[config.mk]
export PLATFORM = sky130hd
export DESIGN_NAME = seg7_scan_ctrl
export DESIGN_NICKNAME = d
export VERILOG_FILES = /design/src/rtl/seg7_scan_ctrl.sv
export SDC_FILE = /design/constraint.sdc
export NUM_CORES = 1
export LEC_CHECK = 0
export ABC_AREA = 1
export CAP_MARGIN = 15
export CORE_ASPECT_RATIO = 1.4
export CORE_UTILIZATION = 57
export DETAILED_ROUTE_END_ITERATION = 10
export DONT_BUFFER_PORTS = 1
export GPL_TIMING_DRIVEN = 0
export PLACE_DENSITY = 0.73
export SETUP_SLACK_MARGIN = 0.3
export SKIP_CTS_REPAIR_TIMING = 1
export SYNTH_ARGS = -nofsm -noshare
export SYNTH_HDL_FRONTEND = slang
export SYNTH_SLANG_ARGS = --single-unit
[constraint.sdc]
create_clock -name CLK -period 2.4 [get_ports CLK]
set_clock_uncertainty 0.05 [all_clocks]
set_input_delay 0.72 -clock CLK [delete_from_list [all_inputs] [get_ports CLK]]
set_output_delay 0.72 -clock CLK [all_outputs]
set_load 0.005 [all_outputs]
[src/rtl/seg7_scan_ctrl.sv]
// Multiplexed 7-segment scanner: per-frame shadowed value, blank window per slot,
// decimal points, leading-zero suppression and enable. Optional BLINK_EN adds per-digit blink.
module seg7_scan_ctrl #(
  parameter int DIGITS       = 6,
  parameter int CLK_HZ       = 50_000_000,
  parameter int SCAN_HZ      = 1000,
  parameter int BLANK_CYCLES = 2
) (
  input  logic                  CLK,
  input  logic                  RST_N,
  input  logic [4*DIGITS-1:0]   num,
  input  logic [DIGITS-1:0]     dp,
`ifdef BLINK_EN
  input  logic [DIGITS-1:0]     blink,
`endif
  input  logic                  lz_blank,
  input  logic                  enable,
  output logic [6:0]            seg,
  output logic                  dp_n,
  output logic [DIGITS-1:0]     sel,
  output logic                  frame_done
);

  localparam int DIV   = CLK_HZ / SCAN_HZ;
  localparam int PRE_W = $clog2(DIV);
  localparam int IDX_W = (DIGITS > 1) ? $clog2(DIGITS) : 1;

  localparam logic [PRE_W-1:0] PRE_LAST  = PRE_W'(DIV - 1);
  localparam logic [PRE_W-1:0] PRE_BLANK = PRE_W'(BLANK_CYCLES);
  localparam logic [IDX_W-1:0] IDX_LAST  = IDX_W'(DIGITS - 1);
  localparam logic [6:0]       SEG_OFF   = 7'b1111111;

  logic [PRE_W-1:0]    prescaler;
  logic [IDX_W-1:0]    index;
  logic                load;
  logic [4*DIGITS-1:0] shadow_num;
  logic [DIGITS-1:0]   shadow_dp;

  logic tick;
  logic wrap;
  logic shadow_en;
  logic dark;

  assign tick      = (prescaler == PRE_LAST);
  assign wrap      = tick && (index == IDX_LAST);
  assign shadow_en = load || wrap;
  assign dark      = !enable || (prescaler < PRE_BLANK);

  function automatic logic [6:0] seg_decode(input logic [3:0] v);
    logic [6:0] s;
    case (v)
      4'h0: s = 7'b0000001;
      4'h1: s = 7'b1001111;
      4'h2: s = 7'b0010010;
      4'h3: s = 7'b0000110;
      4'h4: s = 7'b1001100;
      4'h5: s = 7'b0100100;
      4'h6: s = 7'b0100000;
      4'h7: s = 7'b0001111;
      4'h8: s = 7'b0000000;
      4'h9: s = 7'b0000100;
      4'hA: s = 7'b0001000;
      4'hB: s = 7'b1100000;
      4'hC: s = 7'b0110001;
      4'hD: s = 7'b1000010;
      4'hE: s = 7'b0110000;
      default: s = 7'b0111000;
    endcase
    return s;
  endfunction

  // Refresh prescaler and digit index; the index only moves on the slot tick.
  always_ff @(posedge CLK) begin
    // NOTE: sequential state uses non-blocking assignments so every register samples pre-edge values.
    if (!RST_N) begin
      prescaler <= '0;
      index     <= '0;
      load      <= 1'b1;
    end else begin
      load <= 1'b0;
      if (tick) begin
        prescaler <= '0;
        index     <= (index == IDX_LAST) ? '0 : index + 1'b1;
      end else begin
        prescaler <= prescaler + 1'b1;
      end
    end
  end

  always_ff @(posedge CLK) begin
    // NOTE: the shadow registers are reset because the first frame's digits are decoded from them.
    if (!RST_N) begin
      shadow_num <= '0;
      shadow_dp  <= '0;
    end else if (shadow_en) begin
      shadow_num <= num;
      shadow_dp  <= dp;
    end
  end

`ifdef BLINK_EN
  logic [DIGITS-1:0] shadow_blink;
  logic [5:0]        frame_cnt;
  logic              phase;

  always_ff @(posedge CLK) begin
    if (!RST_N) begin
      shadow_blink <= '0;
      frame_cnt    <= '0;
      phase        <= 1'b0;
    end else begin
      if (shadow_en) shadow_blink <= blink;
      if (wrap) begin
        frame_cnt <= frame_cnt + 1'b1;
        if (frame_cnt == 6'd63) phase <= ~phase;
      end
    end
  end
`endif

  // zero_from[k]: shadow nibbles and dp bits k..DIGITS-1 are all zero.
  logic [DIGITS:0]   zero_from;
  logic [DIGITS-1:0] suppress;

  always_comb begin
    // NOTE: every always_comb output gets a default first so no path can infer a latch.
    zero_from         = '0;
    suppress          = '0;
    zero_from[DIGITS] = 1'b1;
    for (int k = DIGITS - 1; k >= 0; k--) begin
      zero_from[k] = zero_from[k+1] && (shadow_num[4*k +: 4] == 4'h0) && !shadow_dp[k];
    end
    for (int k = 1; k < DIGITS; k++) begin
      suppress[k] = lz_blank && zero_from[k];
    end
  end

  logic [3:0]        cur_nib;
  logic              cur_dp;
  logic              cur_hide;
  logic [DIGITS-1:0] cur_sel;

  always_comb begin
    cur_nib  = '0;
    cur_dp   = 1'b0;
    cur_hide = 1'b0;
    cur_sel  = '1;
    for (int k = 0; k < DIGITS; k++) begin
      if (index == IDX_W'(k)) begin
        cur_nib               = shadow_num[4*k +: 4];
        cur_dp                = shadow_dp[k];
`ifdef BLINK_EN
        cur_hide              = suppress[k] || (phase && shadow_blink[k]);
`else
        cur_hide              = suppress[k];
`endif
        cur_sel[DIGITS-1-k]   = 1'b0;
      end
    end
  end

  // Hidden digits keep their select asserted so every slot has the same lit time.
  always_ff @(posedge CLK) begin
    if (!RST_N) begin
      sel        <= '1;
      seg        <= SEG_OFF;
      dp_n       <= 1'b1;
      frame_done <= 1'b0;
    end else begin
      frame_done <= wrap;
      if (dark) begin
        sel  <= '1;
        seg  <= SEG_OFF;
        dp_n <= 1'b1;
      end else begin
        sel <= cur_sel;
        if (cur_hide) begin
          seg  <= SEG_OFF;
          dp_n <= 1'b1;
        end else begin
          seg  <= seg_decode(cur_nib);
          dp_n <= ~cur_dp;
        end
      end
    end
  end

endmodule
; ---- After elaboration in Yosys (flattened, before gate mapping)
; Memories as Yosys holds them, arrays and structs flattened. A register that Yosys moved wholly into a read port is not among the register bits.
; Cells that the tools add are included.
[word_totals]
register_bits = 58
romBits = 112
inputBits = 34
out_inout_bits = 15
word_cells = 77
memories = 1
[memory_table]
columns = name, depth, word_bits, rd, rd_ports_with_merged_regs, write_ports, line
row1 = (name not given), 16, 7, 1, 1, 0, 51  ; case (v)
[classes]
add_sub_neg = 2
order_cmp = 1
eq_ne = 6
mux = 25
bitwise_logic = 2
reduce_logical = 32
[op_table]
columns = cell, count
row1 = 2-to-1 mux 4 bit, 6
row2 = zero test 4 bit, 5
row3 = 2-to-1 mux 1 bit, 18
row4 = "adder 16 x 1 -> 16 bit, second input constant", 1
row5 = "equality test 16 bit, second input constant", 1
row6 = "< comparator 16 x 2 -> 1 bit, second input constant", 1
row7 = logical AND 1 bit, 15
row8 = "equality test 3 x 2 -> 1 bit, second input constant", 2
row9 = "equality test 3 bit, second input constant", 2
row10 = zero test 1 bit, 6
row11 = OR reduction 2 bit, 2
row12 = "adder 3 x 1 -> 3 bit, second input constant", 1
row13 = "equality test 3 x 1 -> 1 bit, second input constant", 1
row14 = zero test 3 bit, 1
row15 = 2-to-1 mux 3 bit, 1
row16 = OR reduction 3 bit, 1
row17 = logical OR 1 bit, 2
row18 = NOT 1 bit, 2

; ---- Longest topological paths before layout
[logic_depth]
depth_word = 17
ltp_mapped = 17
mapped_depth_nobuf = 15

; ---- Least setup slack after synthesis
; No wires, ideal clock.
[synth_path]
path_kind = reg2reg
from = register index[2]
to = register seg[3]
setup_ns = 0.059
arrival_time_ns = 2.184
required_time_ns = 2.291
slack_ns = 0.107
stages_incl_launch_ff = 17
path_buffers = 2
synth_period_minus_slack_ns = 2.293
path_cell_list = dfxtp_1 -> inv_2 -> buf_2 -> ha_1 -> clkbuf_1 -> nor2_1 -> nand2_1 -> nand2_1 -> a21boi_0 -> ha_1 -> inv_1 -> nand2_1 -> nand2_1 -> nand2_1 -> nand2_1 -> inv_1 -> nand2_1
[synth_via]
elab_chain_len = 7
word_cells_on_any_way = 18
classes_between = 5 x eq/ne / 11 x mux / 2 x reduce/logical
[synth_rtl]
columns = element, line
row1 = "start, declared", 34  ; logic [IDX_W-1:0] index;
row2 = "start signal, assigned", 83  ; index <= (index == IDX_LAST) ? '0 : index + 1'b1;
row3 = equality test 3 x 1 -> 1 bit / zero test 3 bit (equally long branches), 149  ; if (index == IDX_W'(k)) begin
row4 = 2-to-1 mux 1 bit / 2-to-1 mux 4 bit (equally long branches) (5 in a row), 149
row5 = OR reduction 3 bit (no source line) / 2-to-1 mux 4 bit (equally long branches), --
row6 = "end, declared", 18  ; output logic [6:0] seg,
; Several ways; a longest one is shown, not always the timed one.
; A chain may end at the register's enable or synchronous reset.

; ---- Worst setup path in the final report
[layout_path]
from = register index[2]
to = register seg[1]
; The elaborated chain is that of the path after synthesis.

==> flow_metrics.tcl <==
set metrics [dict create \
    status "completed" \
    rr_worst_depth 12 \
    root_buffer "clkbuf_8" \
    row_count 31 \
    placed_cell_area_sq_mm 0.00324 \
    vias 2913 \
    vias_per_cell 5.51 \
    whs_path_depth 1 \
    post-route-period-util_pct 85.0 \
    synth_nets 477 \
    place.gp.congestion 0.879 \
    clk_latency_ns 0.36 \
    crit_fanout 7 \
    finalHoldViolations 0 \
    cts_num_sinks 65 \
    cap_violations 0 \
    syn-instance-count 435 \
    min-delay-path-class "reg -> reg" \
    htree_levels 3 \
    ys_warn_count 0 \
    rr_startpoint "index[2]" \
    finalCriticalPeriod_ns 2.04 \
    synth-edff-count 0 \
    async_flop_share_pct 0 \
    critPathMaxStageDelay_ns 0.35 \
    hold_end "prescaler[0]" \
    grt_pass1_wl_mm 12.2 \
    cts_tree "done" \
    vdd_drop_max_uv 457 \
    core-area_sq_mm 0.00524 \
    antenna_cells 0 \
    ios 49 \
    wl_per_cell_um 14.4 \
    synth_top_area_share_pct 41.3 \
    synth_cell_types 36 \
    ys_seq_elements 65 \
    fin_area_sq_mm 0.00369 \
    regArea_sq_mm 0.00130 \
    globalRoute.busiestLayer "met2" \
    path_clk_slew_ns 0.08 \
    multi_input_area_sq_mm 0.00173 \
    fp.dieH_um 90.0 \
    die-area_sq_mm 0.00584 \
    critPathCaptureType "flop" \
    overflow 0 \
    synth_area_leaders "dfxtp_1 41%, nor2_1 9.2%, nand2_1 8.7%" \
    wirelength_mm 7.64 \
    track_usage_pct 27.7 \
    synth_most_common_cell "nor2_1" \
    dp_hpwl_mm 5.57 \
    drc 0 \
    grt_use_met1_pct 27.8 \
    worstPathArrival_ns 2.23 \
    drt.antenna.violating_nets 0 \
    synth_common_cells "77 x nor2_1, 73 x nand2_1, 65 x dfxtp_1" \
    nNetsFinal 500 \
    path_class "reg -> reg" \
    maxSlewHeadroom_pct 59.9 \
    p_leak_uw 0.00155 \
    layout.cells.non_filler 529 \
    nFillCells 445 \
    start_util_pct 60.2 \
    rrSetupSlack_ns 0.36 \
    met2_usage_pct 50.4 \
    syn_area_per_cell_sq_um 7.25 \
    setup_violations 0 \
    synth_seq_area_share_pct 41.3 \
    initialDrtViolationCount 205 \
    area_delta_synth_final_pct 17.0 \
    grt_max_degree 13 \
    layout_setup_ws_ns 0.360 \
    crit_required_ns 2.59 \
    grt.met3_usage_pct 7.23 \
    hold_start "prescaler[0]" \
    cp-start-kind "flop" \
    dieWidth_um 64.8 \
    cts.path.max_buffers 2 \
    cp_cell_sequence "clkinv_4 -> buf_8 -> ha_4 -> buf_8 -> a21oi_4 -> nand2_2 -> a21boi_4 -> ha_4 -> nand3b_1 -> nand2_1 -> a21oi_2 -> nand2_1" \
    drive_gt1_share_pct 18.6 \
    grt_pass1_vias 2718 \
    rsz0062_at_grt "true" \
    worstMarginPinSlew_ns 0.602 \
    synth_top_cell_by_area "dfxtp_1" \
    whs_ns 0.402 \
    r2r_end "seg[1]" \
    maxSlewViolCount 0 \
    synthFlopType "dfxtp_1" \
    crit_path_start "index[2]" \
    cts_buffers 9 \
    first_pass_iters 5 \
    cp_slowest_cell "dfxtp_2" \
    dp_cells 501 \
    p_per_area_mw_per_mm2 624 \
    port_buffers 0 \
    fmax_mhz 490 \
    synthesis.area_sq_mm 0.00315 \
    place_ws_ns 0.0166 \
    antenna_found_initial 0 \
]
## routing by layer
layer,up-vias,wire length [um]
li1,1475,-
met5,-,0
met3,29,282
met2,73,4170
met4,0,275
met1,1336,2900
## power breakdown
| group | switching, uW | internal [uW] | total, uW |
|---|---|---|---|
| Combinational | 129 | 77.4 | 207 |
| Sequential | 35.0 | 1120 | 1160 |
| Clock | 453 | 483 | 936 |
| Total | 617 | 1690 | 2300 |
## kinds of logic after synthesis
logic type	count (synthesis)	synth area share [%]
flip-flops	65	41.3
buffers and inverters	56	8.02
adder cells (fa/ha/maj)	8	3.18
AO/OA/AOI/OAI	78	13.5
AND/OR/NAND/NOR	227	33.8
XOR/XNOR	1	0.278
## worst max-delay path, delay by kind of cell, from the launching register on
kind,cells,cell delay (ns)
AOI/OAI and AO/OA,3,0.51
adders and majority gates,2,0.32
buffers and inverters,3,0.36
DFF,1,0.35
and+or+nand+nor,4,0.34
## cell usage in the layout (no fill, tap or decap), drive strengths merged
cell / instances
buf: 20
clkinv: 5
ha: 8
a21boi: 2
or2: 5
dfxtp: 65
a21oi: 32
nand3: 28
xor2: 1
nor3: 11
and3: 2
nand2: 79
a31oi: 2
clkinvlp: 1
bufinv: 1
nor2: 84
o21ai: 39
nor3b: 3
inv: 40
nand3b: 2
clkbuf: 17
nor4: 4
nand4: 9
o211ai: 3
## registers in the layout (all words and copies together) (netlist names)
register / cells
shadow_dp: 6
prescaler: 16
load: 1
frame_done: 1
shadow_num: 24
seg: 7
sel: 6
dp_n: 1
index: 3
## layout make-up
class,count,share of cell area [%]
Sequential cell,65,35.3
Timing Repair Buffer,12,2.54
Clock buffer,10,3.46
Buffer,15,3.19
Multi-Input combinational cell,314,47.0
Tap cell,66,2.24
Inverter,41,4.38
Clock inverter,6,1.87
## how the worst max path moves through the flow
stage / endpoint / slack, ns / cells past startpoint
after global routing: seg[1] / 0.21 / 14
after detailed placement: seg[6] / 0.02 / 13
after floorplan: seg[3] / 0.32 / 16
after CTS: seg[6] / -0.02 / 13
after global placement: seg[6] / 0.02 / 13
final: seg[1] / 0.36 / 12
## per-stage QoR
step / power [uW] / utilization [%] / TNS, ns
2_1_floorplan: 1320 / - / 0
3_3_place_gp: 1370 / 61.9 / 0
3_5_place_dp: 1370 / 61.9 / 0
4_1_cts: 2290 / 65.6 / -0.0190
5_1_grt: 2400 / 70.4 / 0
6_report: 2300 / 70.4 / 0
Power figures use the tool's default switching activity.
